[config.mk]
export PLATFORM = sky130hd
export DESIGN_NAME = bg_tile_fetcher
export DESIGN_NICKNAME = d
export VERILOG_FILES = /design/src/rtl/ppu_pkg.sv /design/src/rtl/bg_fetch_addr.sv /design/src/rtl/bg_tile_fetcher.sv
export SDC_FILE = /design/constraint.sdc
export NUM_CORES = 1
export LEC_CHECK = 0
export CAP_MARGIN = 20
export CELL_PAD_IN_SITES_DETAIL_PLACEMENT = 1
export CELL_PAD_IN_SITES_GLOBAL_PLACEMENT = 1
export CORE_ASPECT_RATIO = 1.25
export CORE_MARGIN = 5
export CORE_UTILIZATION = 40
export CTS_CLUSTER_SIZE = 8
export DETAILED_ROUTE_END_ITERATION = 10
export PLACE_DENSITY_LB_ADDON = 0.1
export REMOVE_ABC_BUFFERS = 1
export SLEW_MARGIN = 20
export SYNTH_ARGS = -nofsm -noshare
export SYNTH_HDL_FRONTEND = slang
export SYNTH_SLANG_ARGS = --single-unit
[constraint.sdc]
create_clock -name clk_in -period 6.12 [get_ports clk_in]
set_input_delay 1.224 -clock clk_in [delete_from_list [all_inputs] [get_ports clk_in]]
set_output_delay 1.224 -clock clk_in [all_outputs]
set_load 0.005 [all_outputs]
[src/rtl/ppu_pkg.sv]
// Shared PPU types and constants for the background fetch path.
//   PIX_W            - colour index width, matches the background pixel FIFO width
//   MAP0/MAP1_BASE   - tile-map bases selected by LCDC.3
//   TILE_SIGNED_BASE - tile-data base for signed (LCDC.4 = 0) tile indices
//   fetch_state_e    - background fetcher state encoding
//   pixel_t          - one colour index
package ppu_pkg;

    localparam int unsigned PIX_W            = 2;
    localparam int unsigned MAP0_BASE        = 32'h1800;
    localparam int unsigned MAP1_BASE        = 32'h1C00;
    localparam int unsigned TILE_SIGNED_BASE = 32'h1000;

    typedef logic [PIX_W-1:0] pixel_t;

    typedef enum logic [2:0] {
        StIdle,
        StMap,
        StLo,
        StHi,
        StPush
    } fetch_state_e;

endpackage

[src/rtl/bg_fetch_addr.sv]
// Combinational VRAM address generator for the background tile fetcher.
// Inputs : ly_in, scy_in      - scanline and vertical scroll (latched per line)
//          scx_tile_in        - scx >> 3 (latched per line)
//          fetch_x_in         - tile counter within the line
//          tile_idx_in        - tile index read from the map
//          map_sel_in         - LCDC.3 map select
//          tile_unsigned_in   - LCDC.4 tile-data addressing mode
// Outputs: map_addr_out, lo_addr_out, hi_addr_out - VRAM-relative byte addresses
module bg_fetch_addr
    import ppu_pkg::*;
#(
    parameter int ADDR_W = 13
) (
    input  logic [7:0]        ly_in,
    input  logic [7:0]        scy_in,
    input  logic [4:0]        scx_tile_in,
    input  logic [4:0]        fetch_x_in,
    input  logic [7:0]        tile_idx_in,
    input  logic              map_sel_in,
    input  logic              tile_unsigned_in,
    output logic [ADDR_W-1:0] map_addr_out,
    output logic [ADDR_W-1:0] lo_addr_out,
    output logic [ADDR_W-1:0] hi_addr_out
);

    logic [7:0]        w_y;
    logic [4:0]        w_col;
    logic [ADDR_W-1:0] w_map_base;
    logic [ADDR_W-1:0] w_tile_base;

    // Both sums wrap naturally in their widths: y mod 256, column mod 32.
    assign w_y   = ly_in + scy_in;
    assign w_col = scx_tile_in + fetch_x_in;

    assign w_map_base   = map_sel_in ? ADDR_W'(MAP1_BASE) : ADDR_W'(MAP0_BASE);
    assign map_addr_out = w_map_base + ADDR_W'({w_y[7:3], w_col});

    // Signed mode: sign-extend idx*16 and offset from 0x1000 (range 0x0800-0x17FF).
    assign w_tile_base = tile_unsigned_in
        ? ADDR_W'({tile_idx_in, 4'b0000})
        : ADDR_W'(TILE_SIGNED_BASE)
          + ADDR_W'({{(ADDR_W-12){tile_idx_in[7]}}, tile_idx_in, 4'b0000});

    assign lo_addr_out = w_tile_base + ADDR_W'({w_y[2:0], 1'b0});
    assign hi_addr_out = lo_addr_out + ADDR_W'(1);

endmodule

[src/rtl/bg_tile_fetcher.sv]
// Background tile fetcher: per scanline reads map/tile bytes from VRAM, decodes the two
// bitplanes and pushes 8 colour indices per tile (left-most first) into the BG pixel FIFO.
// Ports: clk_in/rst_in (async active-high), start_in/stop_in line control, ly/scx/scy and
//        LCDC bits (latched at start), VRAM read port (data one cycle after strobe),
//        FIFO write port with fifo_full_in backpressure, busy_out and done_out status.
module bg_tile_fetcher
    import ppu_pkg::*;
#(
    parameter int ADDR_W         = 13,
    parameter int TILES_PER_LINE = 21
) (
    input  logic              clk_in,
    input  logic              rst_in,
    input  logic              start_in,
    input  logic              stop_in,
    input  logic [7:0]        ly_in,
    input  logic [7:0]        scx_in,
    input  logic [7:0]        scy_in,
    input  logic              lcdc_bg_map_in,
    input  logic              lcdc_tile_data_in,
    output logic              vram_rd_out,
    output logic [ADDR_W-1:0] vram_addr_out,
    input  logic [7:0]        vram_data_in,
    input  logic              fifo_full_in,
    output logic              fifo_wr_en_out,
    output logic [PIX_W-1:0]  fifo_data_out,
    output logic              busy_out,
    output logic              done_out
);

    localparam logic [4:0] LAST_X = 5'(TILES_PER_LINE - 1);

    fetch_state_e r_state;
    logic         r_phase;
    logic [2:0]   r_pix;
    logic [4:0]   r_fetch_x;
    logic [7:0]   r_ly;
    logic [7:0]   r_scy;
    logic [4:0]   r_scx_tile;
    logic         r_map_sel;
    logic         r_tile_unsigned;
    logic [7:0]   r_idx;
    logic [7:0]   r_lo;
    logic [7:0]   r_hi;

    logic [ADDR_W-1:0] w_map_addr;
    logic [ADDR_W-1:0] w_lo_addr;
    logic [ADDR_W-1:0] w_hi_addr;
    logic              w_rd;
    logic              w_wr;
    logic [2:0]        w_bit;
    pixel_t            w_pix;
    logic              w_unused_scx;

    // Fine X scroll is dropped downstream, so only the tile column is kept.
    assign w_unused_scx = ^scx_in[2:0];

    bg_fetch_addr #(
        .ADDR_W(ADDR_W)
    ) u_addr (
        .ly_in           (r_ly),
        .scy_in          (r_scy),
        .scx_tile_in     (r_scx_tile),
        .fetch_x_in      (r_fetch_x),
        .tile_idx_in     (r_idx),
        .map_sel_in      (r_map_sel),
        .tile_unsigned_in(r_tile_unsigned),
        .map_addr_out    (w_map_addr),
        .lo_addr_out     (w_lo_addr),
        .hi_addr_out     (w_hi_addr)
    );

    always_ff @(posedge clk_in or posedge rst_in) begin
        if (rst_in) begin
            r_state         <= StIdle;
            r_phase         <= 1'b0;
            r_pix           <= '0;
            r_fetch_x       <= '0;
            r_ly            <= '0;
            r_scy           <= '0;
            r_scx_tile      <= '0;
            r_map_sel       <= 1'b0;
            r_tile_unsigned <= 1'b0;
            r_idx           <= '0;
            r_lo            <= '0;
            r_hi            <= '0;
        end else if (stop_in) begin
            r_state <= StIdle;
            r_phase <= 1'b0;
            r_pix   <= '0;
        end else begin
            case (r_state)
                StIdle: begin
                    if (start_in) begin
                        r_ly            <= ly_in;
                        r_scy           <= scy_in;
                        r_scx_tile      <= scx_in[7:3];
                        r_map_sel       <= lcdc_bg_map_in;
                        r_tile_unsigned <= lcdc_tile_data_in;
                        r_fetch_x       <= '0;
                        r_phase         <= 1'b0;
                        r_state         <= StMap;
                    end
                end
                StMap: begin
                    r_phase <= ~r_phase;
                    if (r_phase) begin
                        r_idx   <= vram_data_in;
                        r_state <= StLo;
                    end
                end
                StLo: begin
                    r_phase <= ~r_phase;
                    if (r_phase) begin
                        r_lo    <= vram_data_in;
                        r_state <= StHi;
                    end
                end
                StHi: begin
                    r_phase <= ~r_phase;
                    if (r_phase) begin
                        r_hi    <= vram_data_in;
                        r_pix   <= '0;
                        r_state <= StPush;
                    end
                end
                StPush: begin
                    if (!fifo_full_in) begin
                        r_pix <= r_pix + 3'd1;
                        if (r_pix == 3'd7) begin
                            r_fetch_x <= r_fetch_x + 5'd1;
                            r_state   <= (r_fetch_x == LAST_X) ? StIdle : StMap;
                        end
                    end
                end
                default: r_state <= StIdle;
            endcase
        end
    end

    // Outputs decode registered state only (plus the FIFO handshake), so an async reset
    // clears them immediately.
    assign w_rd = (r_state == StMap || r_state == StLo || r_state == StHi) && !r_phase;
    assign w_wr = (r_state == StPush) && !fifo_full_in && !stop_in;

    always_comb begin
        vram_addr_out = '0;
        if (w_rd) begin
            case (r_state)
                StMap:   vram_addr_out = w_map_addr;
                StLo:    vram_addr_out = w_lo_addr;
                StHi:    vram_addr_out = w_hi_addr;
                default: vram_addr_out = '0;
            endcase
        end
    end

    assign w_bit = 3'd7 - r_pix;
    assign w_pix = {r_hi[w_bit], r_lo[w_bit]};

    assign vram_rd_out    = w_rd;
    assign fifo_wr_en_out = w_wr;
    assign fifo_data_out  = w_wr ? w_pix : '0;
    assign busy_out       = (r_state != StIdle);
    assign done_out       = w_wr && (r_pix == 3'd7) && (r_fetch_x == LAST_X);

endmodule

==> impl_metrics.yaml, run 1 <==
status:
  status: "finished clean"
flow_run:
  maxCapViolCount: 0
placed_design:
  io_buffer_count: 54
  gp_congestion: 0.7345
  dpl.hpwl_um: 5415
die:
  rows: 37
  initial_core_util: 0.4062
  dieArea_um2: 10200
  pin_count: 58
  die_h_um: 111.7
  core-area_um2: 8148
  die_w_um: 91.36
sta:
  setup_viol: 0
  setup_tns_ns: 0
  max_freq_mhz: 225.9
  hold_violations: 0
  rsz0062_at_grt: "false"
  fin_crit_sh: 0.7235
  drv_slew: 0
  period_needed_ns: 4.428
  fin_skew_ns: 0.007498
  tightest_slew_ns: 0.7705
  relSlewSlack: 0.4863
yosys:
  yosysSeqAreaShare: 0.4461
  yosysTopAreaCell: "dfrtp_1"
  synthCells: 264
  synth_warnings: 0
  synth_top_area_frac: 0.4461
  synth_edf_count: 0
  synth.area.top_cells: "dfrtp_1 (45%), mux2_2 (10%), mux2_4 (7.7%)"
  synth_seq_cells: 59
  synthArstFlopShare: 1.000
  synthFlopType: "dfrtp_1"
  synth_cell_type_count: 48
  synth.avg_cell_area_um2: 12.54
  mappedNetlistArea_um2: 3309
finish:
  multi_input_area_um2: 1717
  nets: 377
  regArea_um2: 1476
  layout-drive-gt1-share: 0.2515
  final_common_cell: "dfrtp_1"
  n_fill_cell: 867
  most-common-layout-cells: "dfrtp_1 (59), clkdlybuf4s50_1 (54), mux2_2 (30), nor2_1 (18), mux2_4 (17)"
  fin_util: 0.5078
  syn2layout_area_growth_pct: 25.03
  n_antenna_cell: 0
worst_setup_path:
  cp.required_ns: 4.90
  critPathTopFamily: "buffers and inverters"
  worst-path-stages: 7
  critPathKind: "input port to output port"
  reg2reg_depth: 4
  path_buf_inv: 3
  start_kind: "input port"
  reg2reg_to: "r_lo[4]"
  slowest_stage: "clkdlybuf4s50_1"
  path_cells: "clkdlybuf4s50_1 -> a31oi_1 -> o21ai_1 -> nand3_2 -> inv_2 -> and3_1 -> clkdlybuf4s50_1"
  rr_startpoint: "r_state[1]"
  crit_start: "stop_in"
  cp_common_cell: "clkdlybuf4s50_1"
  critPathCaptureType: "output port"
  cp_max_fo: 10
  cp_slowest_stage_delay_ns: 0.77
  regToRegSetupSlack_ns: 3.65
  critical_path_arrival_ns: 3.20
  crit_path_end: "done_out"
routing:
  drt-pass1-iter-count: 3
  m1WireLength_um: 3218
  top_layer: "met4"
  wl_met3_um: 231
  wl_per_cell_um: 17.43
  ant_nets: 0
  dr_wl_met2_um: 3809
  dr_total_vias: 2236
  drt_iter0_markers: 97
  wl_um: 7374
  routed_via_density: 5.286
  drc: 0
cts:
  ctsHoldBuffers: 0
  htreeDepth: 3
  post_cts_buffers: 0
  cts_tree: "yes"
  clk_pin_slew_ns: 0.07
  cts_buffers: 9
  clock_path_buffers: 2
  clk_latency_ns: 0.34
  cts_resized: 0
  cts_sinks: 59
  cts_root_buffer: "clkbuf_8"
global_routing:
  grt-ovfl-total: 0
  grt_max_degree: 60
  grt_pass1_wl_um: 12370
  antenna_found_initial: 0
  grt_pass1_vias: 2504
  gr-usage-all-layers: 0.1517
power_and_ir_drop:
  ir_worst_vdd_mv: 0.1457
  power_leakage_uw: 0.001817
  power_density_nw_per_um2: 306.8
  total_power_uw: 1269
hold_path:
  hold_path.class: "flop to flop"
==> report_power, final <==
part	total, uW	leakage (uW)	internal, uW	switching, uW
logic	316	0.000951	179	136
clock network	448	0.000123	282	165
registers	506	0.000743	458	48.1
total	1270	0.00182	920	350
==> worst min-delay path by stage <==
stage,from,depth (start not counted),endpoint
6_report,r_hi[0],1,r_hi[0]
5_1_grt,r_ly[3],1,r_ly[3]
4_1_cts,r_hi[0],1,r_hi[0]
3_5_place_dp,r_hi[0],1,r_hi[0]
3_3_place_gp,r_hi[0],1,r_hi[0]
2_1_floorplan,r_lo[1],1,r_lo[1]
==> state kept, by name, summed over array words and instances, names as in the netlist <==
signal	flops
r_scy	8
r_idx	8
r_lo	8
r_tile_unsigned	1
r_phase	1
r_ly	8
r_pix	3
r_hi	8
r_state	3
r_scx_tile	5
r_map_sel	1
r_fetch_x	5
==> area by class of cell <==
type                    count  share of cell area
flip-flops and latches     59              0.3568
well taps                  97             0.02933
multi-input cells         189              0.4149
clock inverters             6             0.02691
repair buffers             55              0.1324
inverters                   7            0.006350
clock buffers              10             0.03326
==> metal layers <==
layer / GRT usage / vias up
met1: 0.1885 / 1128
met4: 0.05577 / 0
li1: - / 1065
met3: 0.03514 / 8
met2: 0.2555 / 35
met5: 0 / -
==> cells in the mapped netlist, types with 2 or more instances <==
master	n
mux4_2	4
mux2_2	30
o21ai_0	9
inv_2	2
buf_6	2
a211oi_1	3
buf_12	2
nor2_1	18
nor3_1	4
o21ai_1	2
o21a_1	3
o31ai_1	2
fa_1	2
a21o_1	4
mux2_4	17
nand3_1	3
a22oi_1	5
dfrtp_1	59
o21bai_1	2
nand2b_1	2
buf_2	4
xor2_1	10
ha_1	15
xnor2_1	4
a21oi_1	10
mux2i_1	3
nor2b_1	3
inv_1	5
a22o_1	3
nand4_1	3
nand2_1	12
==> per-stage QoR <==
stage	instance area, um2	hold slack [ns]	cells	worst slack (ns)
after detailed placement	3889	0.4952	407	1.657
after floorplan	3219	0.4752	255	3.071
after global routing	4138	0.5328	423	1.562
after global placement	3889	0.4847	407	1.700
final	4138	0.5102	423	1.692
after CTS	4138	0.5116	423	1.631
==> logic make-up (layout without fill, tap and decap cells) <==
| group | after synthesis | after routing | share of synthesized area |
|---|---|---|---|
| AO/OA/AOI/OAI | 47 | 47 | 0.09603 |
| XOR/XNOR | 14 | 14 | 0.03705 |
| adder cells (fa/ha/maj) | 17 | 17 | 0.06881 |
| buffers and inverters | 16 | 78 | 0.03516 |
| flip-flops | 59 | 59 | 0.4461 |
| multiplexers | 54 | 54 | 0.2155 |
| AND/OR/NAND/NOR | 57 | 57 | 0.1013 |
No activity file was read; power rests on OpenSTA's default activity.
==> run 2, diff against run 1 <==
==> constraint.sdc (replaced) <==
create_clock -name clk_in -period 4.2 [get_ports clk_in]
set_input_delay 0.84 -clock clk_in [delete_from_list [all_inputs] [get_ports clk_in]]
set_output_delay 0.84 -clock clk_in [all_outputs]
set_load 0.005 [all_outputs]
==> run 2 against run 1 <==
Compared with the run above: global-route usage rose by 1.1 points; flip-flop and latch count unchanged; via count rose by 1.4%; critical endpoint is now vram_addr_out[8]; largest cell class unchanged.
==> impl_metrics.yaml, run 2 (synthesis results as in run 1) <==
worst_setup_path:
  reg2reg_depth: 3
  reg2reg_to: "r_ly[7]"
  critPathCaptureType: "output port"
  crit_start: "r_ly[0]"
  cp.required_ns: 3.36
  regToRegSetupSlack_ns: 2.09
  rr_startpoint: "r_state[1]"
  critPathKind: "flop to output port"
  cp_max_fo: 3
  crit_path_end: "vram_addr_out[8]"
  start_kind: "flop"
  critical_path_arrival_ns: 2.82
sta:
  setup_viol: 0
  rsz0062_at_grt: "false"
  fin_crit_sh: 0.8726
  relSlewSlack: 0.6068
  fin_skew_ns: 0.007271
  tightest_slew_ns: 0.5898
  hold_violations: 0
  drv_slew: 0
  period_needed_ns: 3.665
  max_freq_mhz: 272.9
  setup_tns_ns: 0
global_routing:
  gr-usage-all-layers: 0.1631
  antenna_found_initial: 0
  grt_pass1_wl_um: 13190
  grt_pass1_vias: 2580
  grt-ovfl-total: 0
  grt_max_degree: 43
placed_design:
  dpl.hpwl_um: 5623
  io_buffer_count: 54
  placed_area_um2: 3904
  gp_congestion: 0.7471
  dpl.cell_count: 409
finish:
  n_fill_cell: 870
  final_common_cell: "dfrtp_1"
  multi_input_area_um2: 1717
  nets: 379
  regArea_um2: 1476
  n_antenna_cell: 0
  syn2layout_area_growth_pct: 23.82
  fin_area_um2: 4098
  fin_cells: 425
  most-common-layout-cells: "dfrtp_1 (59), clkdlybuf4s50_1 (54), mux2_2 (30), nor2_1 (18), mux2_4 (17)"
  layout-drive-gt1-share: 0.2530
power_and_ir_drop:
  ir_worst_vdd_mv: 0.2402
  power_leakage_uw: 0.001804
  power_density_nw_per_um2: 420.8
cts:
  htreeDepth: 3
  clock_path_buffers: 2
  clk_latency_ns: 0.34
  cts_root_buffer: "clkbuf_8"
  post_cts_buffers: 0
  cts_tree: "yes"
  cts_buffers: 9
  cts_sinks: 59
  cts_resized: 0
  clk_pin_slew_ns: 0.07
  ctsHoldBuffers: 0
die:
  dieArea_um2: 10200
  core-area_um2: 8148
  rows: 37
  die_h_um: 111.7
  initial_core_util: 0.4062
  pin_count: 58
  die_w_um: 91.36
flow_run:
  maxCapViolCount: 0
routing:
  wl_um: 7630
  m1WireLength_um: 3303
  wl_per_cell_um: 17.95
  dr_wl_met2_um: 3997
  ant_nets: 0
  drt-pass1-iter-count: 4
  dr_total_vias: 2268
  routed_via_density: 5.336
  wl_met3_um: 198
  drc: 0
  top_layer: "met4"
  drt_iter0_markers: 53
status:
  status: "finished clean"
hold_path:
  hold_path.class: "flop to flop"
-- run 2: changes by cell type in the layout (fill, tap and decap cells not counted) --
cell and delta:
buf_4 +2, bufinv_16 -2, clkbuf_1 +1, clkinv_2 +2, inv_6 -1
-- run 2: area by class of cell --
type | count | share of cell area
Multi-Input combinational cell | 189 | 0.4189
Sequential cell | 59 | 0.3603
Timing Repair Buffer | 57 | 0.1374
Clock buffer | 11 | 0.03450
Tap cell | 97 | 0.02962
Clock inverter | 5 | 0.01282
Inverter | 7 | 0.006412
-- run 2: per-stage QoR --
step / util / hold WS (ns) / setup slack (ns) / total power, uW
2_1_floorplan: - / 0.4752 / 1.639 / 1059
3_3_place_gp: 0.4791 / 0.4859 / 0.7011 / 1200
3_5_place_dp: 0.4791 / 0.4955 / 0.6881 / 1214
4_1_cts: 0.5029 / 0.5121 / 0.5079 / 1751
5_1_grt: 0.5029 / 0.5268 / 0.3378 / 1837
6_report: 0.5029 / 0.5068 / 0.5352 / 1724
-- run 2: worst min path at each step --
stage                  from  endpoint  depth (start not counted)
floorplan           r_lo[1]   r_lo[1]                          1
finish              r_hi[6]   r_hi[6]                          1
global route        r_hi[6]   r_hi[6]                          1
CTS                 r_lo[0]   r_lo[0]                          1
global placement    r_hi[0]   r_hi[0]                          1
detailed placement  r_lo[0]   r_lo[0]                          1
-- run 2: worst max-delay path, cell delays in order (launching register included) --
cell and delay [ns]:
dfrtp_1 0.39, ha_1 0.26, fa_1 0.44, a211oi_1 0.23, o21bai_1 0.12, a21oi_1 0.19
xor2_1 0.08, o21ai_0 0.22, clkdlybuf4s50_1 0.55
-- run 2: report_power, final --
| group | total, uW | switching [uW] | leakage, uW | internal, uW |
|---|---|---|---|---|
| clock | 525 | 238 | 0.0000991 | 287 |
| combinational | 461 | 199 | 0.000961 | 262 |
| sequential | 738 | 70.2 | 0.000743 | 667 |
-- run 2: metal layers --
layer / global-route usage / vias to the layer above
met5: 0 / -
li1: - / 1068
met3: 0.02365 / 8
met1: 0.2054 / 1155
met4: 0.07339 / 0
met2: 0.2753 / 37
==> run 3, diff against run 2 <==
--- a/config.mk
+++ b/config.mk
@@ -7,10 +7,10 @@
 export LEC_CHECK = 0
 export CAP_MARGIN = 20
 export CELL_PAD_IN_SITES_DETAIL_PLACEMENT = 1
-export CELL_PAD_IN_SITES_GLOBAL_PLACEMENT = 1
+export CELL_PAD_IN_SITES_GLOBAL_PLACEMENT = 2
 export CORE_ASPECT_RATIO = 1.25
 export CORE_MARGIN = 5
-export CORE_UTILIZATION = 40
+export CORE_UTILIZATION = 36
 export CTS_CLUSTER_SIZE = 8
 export DETAILED_ROUTE_END_ITERATION = 10
 export PLACE_DENSITY_LB_ADDON = 0.1
==> run 3 against run 2 <==
Compared with the run above: flip-flop and latch count did not move; utilization fell by 3.8 points; critical path depth did not move; clock skew rose by 0.00060 ns; count of clock-buffer cells in the layout fell by 1; maximum frequency rose by 0.51%; sequential power rose by 0.8%; register-to-register slack got worse by 0.02 ns; critical endpoint unchanged; largest power group unchanged.
==> impl_metrics.yaml, run 3 (synthesis results as in run 1) <==
cts:
  cts_root_buffer: "clkbuf_16"
  ctsHoldBuffers: 0
  clock_path_buffers: 2
  cts_sinks: 59
  cts_resized: 0
  clk_latency_ns: 0.34
  post_cts_buffers: 0
  cts_tree: "yes"
  clk_pin_slew_ns: 0.05
  cts_buffers: 9
  htreeDepth: 3
routing:
  routed_via_density: 4.982
  wl_um: 7687
  dr_total_vias: 2252
  drt_iter0_markers: 27
  wl_per_cell_um: 17.01
  ant_nets: 0
  drt-pass1-iter-count: 4
  drc: 0
sta:
  fin_skew_ns: 0.007874
  fin_crit_sh: 0.8681
  hold_violations: 0
  drv_slew: 0
  rsz0062_at_grt: "false"
  setup_viol: 0
  tightest_slew_ns: 0.7077
  setup_tns_ns: 0
  relSlewSlack: 0.5275
  max_freq_mhz: 274.3
  period_needed_ns: 3.646
worst_setup_path:
  cp_max_fo: 3
  start_kind: "flop"
  cp.required_ns: 3.36
  critPathKind: "flop to output port"
  critical_path_arrival_ns: 2.81
  cp_slowest_stage_delay_ns: 0.53
  path_cells: "ha_1 -> fa_1 -> a211oi_1 -> o21bai_1 -> a21oi_1 -> xor2_1 -> o21ai_0 -> clkdlybuf4s50_1"
  slowest_stage: "clkdlybuf4s50_1"
  critPathCaptureType: "output port"
finish:
  most-common-layout-cells: "dfrtp_1 (59), clkdlybuf4s50_1 (54), mux2_2 (30), nor2_1 (18), mux2_4 (17)"
  n_fill_cell: 989
  fin_cells: 452
  regArea_um2: 1476
  syn2layout_area_growth_pct: 27.37
  n_antenna_cell: 0
  final_common_cell: "dfrtp_1"
  multi_input_area_um2: 1717
  nets: 380
  layout-drive-gt1-share: 0.2553
die:
  die_w_um: 95.76
  die_h_um: 117.2
  pin_count: 58
  initial_core_util: 0.3646
  rows: 39
  core-area_um2: 9076
  dieArea_um2: 11220
power_and_ir_drop:
  power_leakage_uw: 0.001826
  power_density_nw_per_um2: 442.5
  ir_worst_vdd_mv: 0.2409
placed_design:
  gp_congestion: 0.7573
  io_buffer_count: 54
  dpl.cell_count: 436
  dpl.hpwl_um: 5793
hold_path:
  hold_path.class: "flop to flop"
flow_run:
  maxCapViolCount: 0
status:
  status: "finished clean"
global_routing:
  grt_pass1_vias: 2530
  grt_pass1_wl_um: 12710
  antenna_found_initial: 0
  grt-ovfl-total: 0
  grt_max_degree: 35
  gr-usage-all-layers: 0.1545
==> run 3: layout make-up <==
class | instances | area share
Sequential cell | 59 | 0.3503
Tap cell | 123 | 0.03651
Clock inverter | 6 | 0.01009
Clock buffer | 10 | 0.05432
Inverter | 7 | 0.006233
Timing Repair Buffer | 58 | 0.1354
Multi-Input combinational cell | 189 | 0.4072
==> run 3: where the power goes <==
part	internal (uW)	switching, uW
clock network	397	267
logic	264	194
registers	669	75.3
total	1330	536
==> run 3: stage by stage <==
stage / setup slack [ns] / hold slack (ns) / power, uW / utilization / instance area [um2]
finish: 0.5540 / 0.5064 / 1865 / 0.4644 / 4215
global route: 0.4004 / 0.5269 / 1985 / 0.4644 / 4215
CTS: 0.4706 / 0.5109 / 1901 / 0.4644 / 4215
detailed placement: 0.7391 / 0.4932 / 1221 / 0.4345 / 3944
global placement: 0.7273 / 0.4849 / 1209 / 0.4345 / 3944
floorplan: 1.639 / 0.4752 / 1059 / - / 3219
==> run 3: worst max-delay path: cells and delay by family, from the launching register on <==
kind,cells,cell delay (ns)
adders and majority gates,2,0.69
AOI/OAI and AO/OA,4,0.79
DFF,1,0.38
buffers and inverters,1,0.53
xor gates and xnor gates,1,0.08
==> run 3: worst paths after layout <==
check	start	to	slack, ns	cells past startpoint
worst max-delay path	r_ly[0]	vram_addr_out[8]	0.55	8
worst min-delay path	r_idx[5]	r_idx[5]	0.51	1
worst max register to register	r_state[1]	r_lo[0]	2.07	5
worst min register to register	r_idx[5]	r_idx[5]	0.51	1
max in group asynchronous	rst_in	r_idx[1]	2.43	3
min in group asynchronous	rst_in	r_lo[6]	0.94	2
==> run 3: routing by layer <==
| layer | GRT usage | wire length [um] |
|---|---|---|
| met5 | 0 | 0 |
| met4 | 0.07400 | 153 |
| met3 | 0.04731 | 296 |
| met2 | 0.2658 | 4075 |
| met1 | 0.1732 | 3160 |
